**src/rtl/slot_sensor_conditioner.sv**
```systemverilog
// Parking slot sensor front end: synchronise, debounce and edge-detect each sensor, serialise
// exit events to at most one per cycle, and publish occupancy status.
module slot_sensor_conditioner #(
  parameter int unsigned NUM_SLOTS       = 4,
  parameter int unsigned DEBOUNCE_CYCLES = 400000,
  parameter int unsigned DB_W            = 20,
  parameter int unsigned CNT_W           = 3
) (
  input  logic                 clk,
  input  logic                 reset,
  input  logic [NUM_SLOTS-1:0] sensor_raw,
  output logic [NUM_SLOTS-1:0] car_entry,
  output logic [NUM_SLOTS-1:0] car_exit,
  output logic [NUM_SLOTS-1:0] occupied,
  output logic [CNT_W-1:0]     occupied_count,
  output logic                 lot_full
);

  localparam logic [DB_W-1:0] DbMax = DB_W'(DEBOUNCE_CYCLES - 1);

  logic [NUM_SLOTS-1:0] sync1_q, sync2_q;
  logic [NUM_SLOTS-1:0] stable_q, stable_d;
  logic [NUM_SLOTS-1:0] stable_dly_q;
  logic [DB_W-1:0]      cnt_q [NUM_SLOTS];
  logic [DB_W-1:0]      cnt_d [NUM_SLOTS];
  logic [NUM_SLOTS-1:0] exit_pending_q, exit_pending_d;
  logic [NUM_SLOTS-1:0] car_entry_q, car_entry_d;
  logic [NUM_SLOTS-1:0] car_exit_q, car_exit_d;
  logic [CNT_W-1:0]     count_q, count_d;
  logic                 lot_full_q;

  logic [NUM_SLOTS-1:0] rise, fall, req;

  // A level must disagree with stable for DEBOUNCE_CYCLES consecutive edges to be accepted.
  always_comb begin
    stable_d = stable_q;
    for (int i = 0; i < int'(NUM_SLOTS); i++) begin
      cnt_d[i] = '0;
      if (sync2_q[i] != stable_q[i]) begin
        if (cnt_q[i] == DbMax) begin
          stable_d[i] = sync2_q[i];
        end else begin
          cnt_d[i] = cnt_q[i] + DB_W'(1);
        end
      end
    end
  end

  // Merged pending exits are served lowest index first, one per cycle.
  always_comb begin
    rise           = stable_q & ~stable_dly_q;
    fall           = ~stable_q & stable_dly_q;
    req            = exit_pending_q | fall;
    car_exit_d     = req & (~req + NUM_SLOTS'(1));
    exit_pending_d = req & ~car_exit_d;
    car_entry_d    = rise;
    count_d        = '0;
    for (int i = 0; i < int'(NUM_SLOTS); i++) begin
      count_d = count_d + CNT_W'(stable_q[i]);
    end
  end

  always_ff @(posedge clk) begin
    if (!reset) begin
      sync1_q        <= '0;
      sync2_q        <= '0;
      stable_q       <= '0;
      stable_dly_q   <= '0;
      exit_pending_q <= '0;
      car_entry_q    <= '0;
      car_exit_q     <= '0;
      count_q        <= '0;
      lot_full_q     <= 1'b0;
      for (int i = 0; i < int'(NUM_SLOTS); i++) begin
        cnt_q[i] <= '0;
      end
    end else begin
      sync1_q        <= sensor_raw;
      sync2_q        <= sync1_q;
      stable_q       <= stable_d;
      stable_dly_q   <= stable_q;
      exit_pending_q <= exit_pending_d;
      car_entry_q    <= car_entry_d;
      car_exit_q     <= car_exit_d;
      count_q        <= count_d;
      lot_full_q     <= &stable_q;
      for (int i = 0; i < int'(NUM_SLOTS); i++) begin
        cnt_q[i] <= cnt_d[i];
      end
    end
  end

  // stable_dly_q is loaded from stable_q on the same edge as the status registers.
  assign occupied       = stable_dly_q;
  assign car_entry      = car_entry_q;
  assign car_exit       = car_exit_q;
  assign occupied_count = count_q;
  assign lot_full       = lot_full_q;

endmodule

```
**config.mk**
```make
export PLATFORM = sky130hd
export DESIGN_NAME = slot_sensor_conditioner
export DESIGN_NICKNAME = d
export VERILOG_FILES = /design/src/rtl/slot_sensor_conditioner.sv
export SDC_FILE = /design/constraint.sdc
export NUM_CORES = 1
export LEC_CHECK = 0
export ABC_AREA = 1
export BUFFER_PORTS_ARGS = -buffer_cell sky130_fd_sc_hd__buf_2
export CAP_MARGIN = 20
export CORE_UTILIZATION = 60
export CTS_CLUSTER_DIAMETER = 200
export DETAILED_ROUTE_END_ITERATION = 10
export GPL_TIMING_DRIVEN = 0
export PLACE_DENSITY = 0.79
export SLEW_MARGIN = 15
export SYNTH_ARGS = -nofsm -noshare
export SYNTH_HDL_FRONTEND = slang
export SYNTH_SLANG_ARGS = --single-unit
```
**constraint.sdc**
```tcl
create_clock -name clk -period 2.15 [get_ports clk]
set_input_delay 0.43 -clock clk [delete_from_list [all_inputs] [get_ports clk]]
set_output_delay 0.43 -clock clk [all_outputs]
set_load 0.01 [all_outputs]
```
==> metrics.md, run 1 <==
| Metric | Value |
|---|---|
| Syn_area_per_cell | between 6 and 7 µm² |
| Slew Limit Fails | 0 |
| Layout cells sized above 1 | between 10% and 20% |
| CTS hold repair buffers | 0 |
| First-pass GRT wire length | 17.7 mm |
| Library cells used by synthesis | 29 |
| Antenna diodes | 0 |
| Max rail drop VDD | approximately 0.44 mV |
| Critical Path End Type | flip-flop |
| DR vias | around 4,500 |
| Detail Route Antenna Nets | 0 |
| Tcrit/Tclk final | 82.6% |
| Primary FF master, synth | dfxtp_1 |
| DRC Markers | 0 |
| Pin count of the biggest net entering global routing | 19 |
| Starting Density | between 60 and 70% |
| Mapped Cells | between 700 and 800 |
| Root Buffer | clkbuf_8 |
| Total Routing Usage GR | between 20% and 30% |
| Setup repair bufs after CTS | 0 |
| Worst-Margin Slew | 435 ps |
| Worst-Skew Late Latency | ~370 ps |
| Slowest CP cell | dfxtp_1 |
| CP Launch Point | cnt_q[2][0] |
| Clock buffer depth | 2 |
| DR vias/cell | between 5 and 6 |
| Initial DRC Count | between 150 and 200 |
| Post_cts resized | 0 |
| Yosys top cell area share | between 40% and 50% |
| TNS Setup | 0 ps |
| Post-synth top area cell | dfxtp_1 |
| Routed WL per cell | about 12 µm |
| Core Footprint | ~0.0083 mm² |
| CP cell instances | ha_1, nand2_1, nor2_2, nand2_1, nor2_1, nand2_1, nand2_1, buf_4, a21oi_1 |
| Clk_skew | between 10 and 15 ps |
| Critical R2R Launch | cnt_q[2][0] |
| Commonest cells post-synth | nand2_1, nor2_1, dfxtp_1 |
| Nets@finish | 790 |
| Max Cap Viol | 0 |
| CP Launch Type | flip-flop |
| Remaining Overflow, GRT | 0 |
| Top fanout value on the critical path | 10 |
| Die height | around 95 µm |
| Seq/Total Area, Yosys | between 40% and 50% |
| Drt first pass iters | 7 |
| CP peak stage delay | around 370 ps |
| Hold Vio Cnt, Final | 0 |
| Fin crit period | approximately 1800 ps |
| Area growth from synthesis to layout | 8.87% |
| Post-Route WL | about 10 mm |
| Initial antenna violation count | 0 |
| Worst path most repeated cell | nand2_1 |
| Fillers | 732 |
| Count leader, synth | nand2_1 |
| RSZ-0062 raised after global routing | false |
| Critical Path AT | between 2000 and 2500 ps |
| Std-Cell Rows | 33 |
| Normalized max-slew margin | 70.8% |
| CP Buf/Inv Count | 1 |
| Max Freq | 563 MHz |
| Fin cells | ~890 |
| Final setup fails | 0 |
| Syn. warnings | 0 |
| Number of enable flip-flop cells after synthesis | 0 |
| Status | finished, final reports clean |
| Worst hold path class | in -> reg |
| CP required | about 2400 ps |
| Synth Net Count | around 760 |
| Asr flop ratio synth | 0% |
| CTS Sinks | around 110 |
| Post-DP HPWL | approximately 7.6 mm |
| IO Pins | 22 |
| Die W | approximately 95 µm |
| CP delay by family, top | simple AND/OR/NAND/NOR gates |
| Cells after DPL | between 800 and 900 |
| Leakage | a little under 2 nW |
| Cell area power density | ~620 mW/mm² |
| Reg clk slew, reported paths | around 100 ps |
| Yosys reg bits | between 100 and 150 |
| H-tree depth | 3 |
| Post-synthesis cell area | ~0.0052 mm² |
| Routability Congestion | 0.944 |
| Largest cells by area after synthesis | dfxtp_1, nand2_1, nor2_1 |
| CTS buffer count | 9 |
| Die area | about 0.009 mm² |
| Min-delay src | sensor_raw[2] |
| Crit Path Category | reg -> reg |
| Port Buffers | 21 |
| CTS tree | done |
| Vias in the first global route | slightly above 4,000 |
## sequential cells by signal (all words and copies together), names as in the netlist
signal and flops:
sync1_q 4, stable_q 4, occupied 4, occupied_count 3
car_entry 4, cnt_q 80, sync2_q 4, car_exit 4
exit_pending_q 3, lot_full 1
## worst min-delay path, delay by kind of cell
kind	cells	cell delay, ps
buffers and inverters	2	110
AND/OR/NAND/NOR	1	40
## cell usage in the layout (no fill, tap or decap), types with 3 or more instances in the layout
| cell | instances |
|---|---|
| nor2_1 | 152 |
| nand2_1 | 194 |
| dfxtp_1 | 111 |
| clkbuf_8 | 9 |
| or2_2 | 10 |
| nor2_2 | 23 |
| ha_1 | 7 |
| buf_2 | 23 |
| xor2_1 | 15 |
| a21oi_1 | 42 |
| nand3b_1 | 3 |
| nand3_2 | 5 |
| xnor2_1 | 14 |
| o21ai_0 | 12 |
| nand3_1 | 41 |
| inv_1 | 80 |
| nand4_1 | 9 |
| nor3_1 | 5 |
| or2_0 | 4 |
## layout make-up
class,count,area [µm²],area share [%]
multi-input cells,544,2580,45.9
inverters,81,304,5.41
flip-flops and latches,111,2220,39.5
plain buffers,8,58.8,1.05
repair buffers,21,105,1.87
clock inverters,7,97.6,1.74
well taps,105,131,2.34
clock buffers,9,124,2.20
## where the power goes
part,total [mW],internal [mW],leakage [nW],switching [mW]
clock,1.37,0.658,0.105,0.707
combinational,0.0484,0.0163,0.949,0.0321
sequential,2.07,2.06,0.896,0.00480
## worst paths after layout
check            endpoint  cells past startpoint  slack, ps
min reg2reg    sync2_q[2]                      2        420
max          cnt_q[2][14]                      9        380
min            sync1_q[2]                      3        240
max reg2reg  cnt_q[2][14]                      9        380
## per-layer routing
metal	share of wire [%]	GRT usage (%)	wire, µm
met4	1.0	6.31	106
met2	47	42.6	4840
met3	4.6	4.67	470
met5	0	0	0
met1	47	31.1	4810
## cells by family (layout without fill, tap and decap cells)
kind of cell / after synthesis / count (layout) / share of synthesized area (%)
AND/OR/NAND/NOR: 449 / 449 / 37.0
adder cells (fa/ha/maj): 8 / 8 / 2.08
buffers and inverters: 89 / 126 / 7.03
AO/OA/AOI/OAI: 58 / 58 / 5.96
flip-flops: 111 / 111 / 43.0
XOR/XNOR: 29 / 29 / 4.92
## through the flow
stage	instance area, µm²	power (mW)	util (%)	hold WS, ps	setup slack [ps]
after floorplan	5160	2.15	-	390	518
after global placement	5400	2.16	65.4	395	414
after detailed placement	5400	2.16	65.4	400	415
after CTS	5620	3.51	68.1	224	387
after global routing	5620	3.61	68.1	230	181
final	5620	3.48	68.1	238	375
(Power assumes the default switching activity.)
==> run 2: changes to the inputs <==
- clock period: 2.15 -> 1.8 ns (I/O delays scaled with it)
==> run 2 against run 1 <==
  * Non-clock buffer count rose by 4
  * Wire length rose by 1.3%
  * Count of clock-buffer cells in the layout did not move
  * Core utilization rose by 0.67 points
  * Combinational power rose by 28%
  * Global-route usage did not move
  * Critical path depth fell by 2
  * Largest power group unchanged
==> metrics.md, run 2 (synthesis gave the netlist of run 1 again) <==
| Metric | Value |
|---|---|
| CTS Sinks | about 110 |
| Initial antenna violation count | 0 |
| Post-Route WL | 10.4 mm |
| Cells after DPL | between 800 and 900 |
| H-tree depth | 3 |
| CTS hold repair buffers | 0 |
| Slowest CP cell | fa_1 |
| Reg clk slew, reported paths | about 100 ps |
| CP Launch Type | flip-flop |
| Critical R2R Launch | stable_q[1] |
| First-pass GRT wire length | around 18 mm |
| Reg2Reg Depth | 7 |
| Crit Path Category | reg -> reg |
| Post-DP HPWL | ~7.6 mm |
| Reg-to-Reg End | occupied_count[1] |
| Normalized max-slew margin | a little over two thirds |
| Storage cell area | 0.00222 mm² |
| Status | finished, final reports clean |
| Gr busiest metal | met2 |
| CP peak stage delay | between 500 and 600 ps |
| Commonest non-fill, non-tap cell in the layout | nand2_1 |
| Hold Path End | sync1_q[2] |
| Initial DRC Count | 189 |
| Critical Path End Type | flip-flop |
| Leakage | just under 2 nW |
| Final worst slack | just over 80 ps |
| Hold path depth | 3 |
| Flip-flop count of the largest register after layout | 80 |
| Flop pwr share | about three fifths |
| Gate power share | approximately 1.5% |
| DRC Markers | 0 |
| Std-Cell Rows | 33 |
| Drt first pass iters | 5 |
| Fin crit period | 1720 ps |
| P_sw | 0.897 mW |
| Max Cap Viol | 0 |
| DR vias | approximately 4,500 |
| Vias in the first global route | between 4,000 and 5,000 |
| Multi-input gate area | around 0.0026 mm² |
| Worst hold path class | in -> reg |
| Grt met3 use | 4.67% |
| Antenna diodes | 0 |
| Sw frac | 21.5% |
| Most frequent cells in the layout | nand2_1, nor2_1, dfxtp_1, inv_1, a21oi_1 |
| Layout cells sized above 1 | between 10% and 20% |
| Worst-Margin Slew | between 400 and 500 ps |
| Final Core Density | between 60% and 70% |
| Detail Route Antenna Nets | 0 |
| Remaining Overflow, GRT | 0 |
| GRT met1 Usage | 31.1% |
| Total Routing Usage GR | roughly 25% |
| Tcrit/Tclk final | ~95% |
| Starting Density | 62.5% |
| TNS Setup | 0 ps |
| Int Pwr | roughly 3.3 mW |
| Hold slack | around 170 ps |
| CP required | 2080 ps |
| CTS buffer count | 9 |
| DR vias/cell | approximately 5 |
| Post-Place Cell Area | about 0.0054 mm² |
| Die area | about 0.009 mm² |
| CTS tree | done |
| R2R Setup Slk | 80 ps |
| Root Buffer | clkbuf_8 |
| Core Footprint | a little over 0.008 mm² |
| Pin count of the biggest net entering global routing | 19 |
| Fin cells | between 800 and 900 |
| Clock power frac | 39.3% |
| Fin area | roughly 0.0057 mm² |
| Min-delay src | sensor_raw[2] |
| Cell area power density | between 700 and 800 mW/mm² |
| Nets@finish | 794 |
| Routability Congestion | ~0.94 |
| Worst-Skew Late Latency | roughly 370 ps |
| Routed WL per cell | ~12 µm |
| IO Pins | 22 |
| Port Buffers | 21 |
| Die W | between 90 and 100 µm |
| Top fanout value on the critical path | 4 |
| Biggest register | cnt_q |
| Slew Limit Fails | 0 |
| Final setup fails | 0 |
| Max Freq | about 580 MHz |
| Max rail drop VDD | approximately 0.53 mV |
| Fillers | 721 |
| Power, Total | 4.17 mW |
| Area growth from synthesis to layout | 9.93% |
| CP cell instances | inv_1, fa_1, inv_1, ha_1, ha_1, nand2_1, inv_1 |
| RSZ-0062 raised after global routing | false |
| Die height | 94.8 µm |
| Hold Vio Cnt, Final | 0 |
| CP Launch Point | stable_q[1] |
| Worst path most repeated cell | inv_1 |
| Clock buffer depth | 2 |
| Met2 usage | a little over two fifths |
| Clk_skew | between 10 and 15 ps |
| DP Worst Slack | around 65 ps |
| Critical Path AT | around 2000 ps |
-- run 2: cell types whose count changed in the layout (fill, tap and decap cells not counted), sizes merged --
| cell | delta |
|---|---|
| buf | +4 |
-- run 2: worst max-delay path, delay by kind of cell (launching register included) --
family,cells,cell delay (ps)
AND/OR/NAND/NOR,1,70
buffers and inverters,3,200
flip-flops,1,390
adder cells (fa/ha/maj),3,970
-- run 2: layer usage --
layer,vias up,wire length [µm]
li1,2374,-
met2,97,4930
met1,2064,4890
met3,13,447
met5,-,0
met4,0,100
-- run 2: worst max path at each step --
stage | endpoint | slack, ps
floorplan | occupied_count[1] | 170
global placement | occupied_count[1] | 60
detailed placement | occupied_count[1] | 70
CTS | occupied_count[1] | 40
global route | occupied_count[1] | 4
finish | occupied_count[1] | 80
-- run 2: area by class of cell --
cell class	instances	area share (%)
sequential	111	39.2
timing repair buffer	25	2.38
buffer	8	1.04
tap	105	2.31
multi-input combinational	544	45.8
clock buffer	9	2.18
inverter	81	5.36
clock inverter	7	1.72
-- run 2: timing repair --
action / 4_1_cts / 5_1_grt
gates resized for setup: 0 / 9
endpoints found under the setup margin: 0 / 41
setup buffers: 0 / 4
-- run 2: power by group through the flow --
stage | logic (mW) | clock network [mW] | registers (mW)
final | 0.0621 | 1.64 | 2.47
after global routing | 0.0702 | 1.77 | 2.47
after CTS | 0.0583 | 1.67 | 2.47
after detailed placement | 0.0578 | 0 | 2.53
after global placement | 0.0565 | 0 | 2.53
after floorplan | 0.0410 | 0 | 2.53
==> run 3: changes to the inputs <==
- clock period: 1.8 -> 1.6 ns (I/O delays scaled with it)
==> run 3 against run 2 <==
  * Worst hold slack lost 49 ps
  * Non-clock buffer count grew 4
  * Critical path depth is the same
  * Clock power grew 7%
  * Combinational power grew 19%
  * Count of clock-buffer cells in the layout grew 1
  * Total power grew 10%
  * Sequential share of layout area shrank 0.79 points
  * Core utilization grew 1.7 points
  * Register-to-register slack lost 60 ps
==> metrics.md, run 3 (synthesis gave the netlist of run 1 again) <==
| Metric | Value |
|---|---|
| Status | finished, final reports clean |
| Die height | between 90 and 100 µm |
| IO Pins | 22 |
| DR vias | between 4,000 and 5,000 |
| DR vias/cell | between 5 and 6 |
| Initial DRC Count | 201 |
| Vias in the first global route | around 4,300 |
| Cells after DPL | between 800 and 900 |
| Slew Limit Fails | 0 |
| DP Worst Slack | -148 ps |
| Routed WL per cell | about 12 µm |
| Commonest non-fill, non-tap cell in the layout | nand2_1 |
| CP delay by family, top | adder cells |
| TNS Setup | 0 ps |
| Hold slack | 117 ps |
| Die area | 0.00898 mm² |
| Reg clk slew, reported paths | approximately 100 ps |
| CTS hold repair buffers | 0 |
| Fin area | around 0.0058 mm² |
| H-tree depth | 3 |
| Flip-flop count of the largest register after layout | 80 |
| Met2 usage | between 40 and 50% |
| Cell area power density | roughly 790 mW/mm² |
| Antenna diodes | 0 |
| Biggest register | cnt_q |
| Worst hold path class | in -> reg |
| Final setup fails | 0 |
| Worst-Margin Slew | roughly 400 ps |
| Final worst slack | 24.4 ps |
| Detail Route Antenna Nets | 0 |
| Remaining Overflow, GRT | 0 |
| Crit Path Category | reg -> reg |
| Int Pwr | around 3.6 mW |
| Pin count of the biggest net entering global routing | 19 |
| Gr busiest metal | met2 |
| Critical Path AT | 1870 ps |
| GRT met1 Usage | 30.9% |
| Slowest CP cell | fa_1 |
| Root Buffer | clkbuf_8 |
| Clk_skew | between 9 and 10 ps |
| CP Launch Type | flip-flop |
| Critical Path End Type | flip-flop |
| Grt met3 use | between 5 and 6% |
| Flop pwr share | about 60% |
| Clock buffer depth | 2 |
| CP peak stage delay | about 550 ps |
| Tcrit/Tclk final | a little under 100% |
| Area growth from synthesis to layout | 12.6% |
| CP Buf/Inv Count | 3 |
| Routability Congestion | between 0.9 and 1 |
| Most frequent cells in the layout | nand2_1, nor2_1, dfxtp_1, inv_1, a21oi_1 |
| CTS tree | done |
| Max rail drop VDD | approximately 0.74 mV |
| Hold Vio Cnt, Final | 0 |
| Core Footprint | 0.00826 mm² |
| Max Cap Viol | 0 |
| Nets@finish | between 700 and 800 |
| RSZ-0062 raised after global routing | true |
| Die W | approximately 95 µm |
| Post-Place Cell Area | 0.00540 mm² |
| CTS Sinks | approximately 110 |
| Sw frac | ~22% |
| Clock power frac | a little under two fifths |
| Layout cells sized above 1 | ~16% |
| CTS buffer count | 9 |
| Top fanout value on the critical path | 3 |
| CP cell instances | inv_2, fa_1, inv_2, ha_4, ha_4, nand2_2, inv_2 |
| Std-Cell Rows | 33 |
| Fillers | 731 |
| Post-Route WL | ~11 mm |
| First-pass GRT wire length | ~18 mm |
| Drt first pass iters | 5 |
| Initial antenna violation count | 0 |
| Fin cells | ~890 |
| Port Buffers | 21 |
| Leakage | about 2 nW |
| DRC Markers | 0 |
| Total Routing Usage GR | between 20% and 30% |
| P_sw | ~1 mW |
| CP required | 1890 ps |
| Gate power share | under 10% |
| Normalized max-slew margin | between 70 and 80% |
| Worst-Skew Late Latency | between 300 and 400 ps |
| Post-DP HPWL | between 7 and 8 mm |
| Max Freq | around 630 MHz |
| Fin crit period | approximately 1600 ps |
| Worst path most repeated cell | inv_2 |
| Starting Density | between 60% and 70% |
## run 3: cell count changes in the layout (fill, tap and decap cells not counted), sizes merged
cell      previous run  this run
buf                 31        35
clkinv               3         0
clkinvlp             2         4
bufinv               2         1
clkbuf              11        12
inv                 81        82
## run 3: what timing repair did
item,in CTS,in global routing
setup buffers,6,2
endpoints found under the setup margin,43,76
resized for setup,18,27
pin swaps,2,4
## run 3: power groups by stage
| stage | Clock, mW | Combinational [mW] | Sequential (mW) |
|---|---|---|---|
| floorplan | 0 | 0.0462 | 2.84 |
| global placement | 0 | 0.0645 | 2.84 |
| detailed placement | 0 | 0.0661 | 2.84 |
| CTS | 1.77 | 0.0708 | 2.78 |
| global route | 1.88 | 0.0832 | 2.78 |
| finish | 1.75 | 0.0737 | 2.78 |
## run 3: metal layers
| layer | part of all wire [%] | up-vias |
|---|---|---|
| met4 | 1.8 | 0 |
| met3 | 5.0 | 27 |
| li1 | - | 2384 |
| met1 | 45 | 2131 |
| met5 | 0 | - |
| met2 | 48 | 135 |
## run 3: worst paths after layout
| check | startpoint | cells past startpoint | slack [ps] | end |
|---|---|---|---|---|
| min reg2reg | sync1_q[1] | 2 | 420 | sync2_q[1] |
| max | stable_q[0] | 7 | 20 | occupied_count[1] |
| max reg2reg | stable_q[0] | 7 | 20 | occupied_count[1] |
| min | sensor_raw[3] | 3 | 120 | sync1_q[3] |
## run 3: stage by stage
step | util, % | total power [mW]
detailed placement | 65.4 | 2.91
finish | 70.4 | 4.60
global placement | 65.4 | 2.91
global route | 70.4 | 4.75
CTS | 69.2 | 4.62
floorplan | - | 2.89
## run 3: final cells by class
class	count	area (µm²)	area share, %
multi-input cells	544	2700	46.4
flip-flops and latches	111	2230	38.4
inverters	81	304	5.23
repair buffers	29	165	2.84
clock buffers	10	138	2.37
well taps	105	131	2.26
plain buffers	8	75.1	1.29
clock inverters	6	68.8	1.18
## run 3: worst min-delay path, stage by stage
cell and delay (ps):
buf_2 80, nand2_1 40, inv_1 40
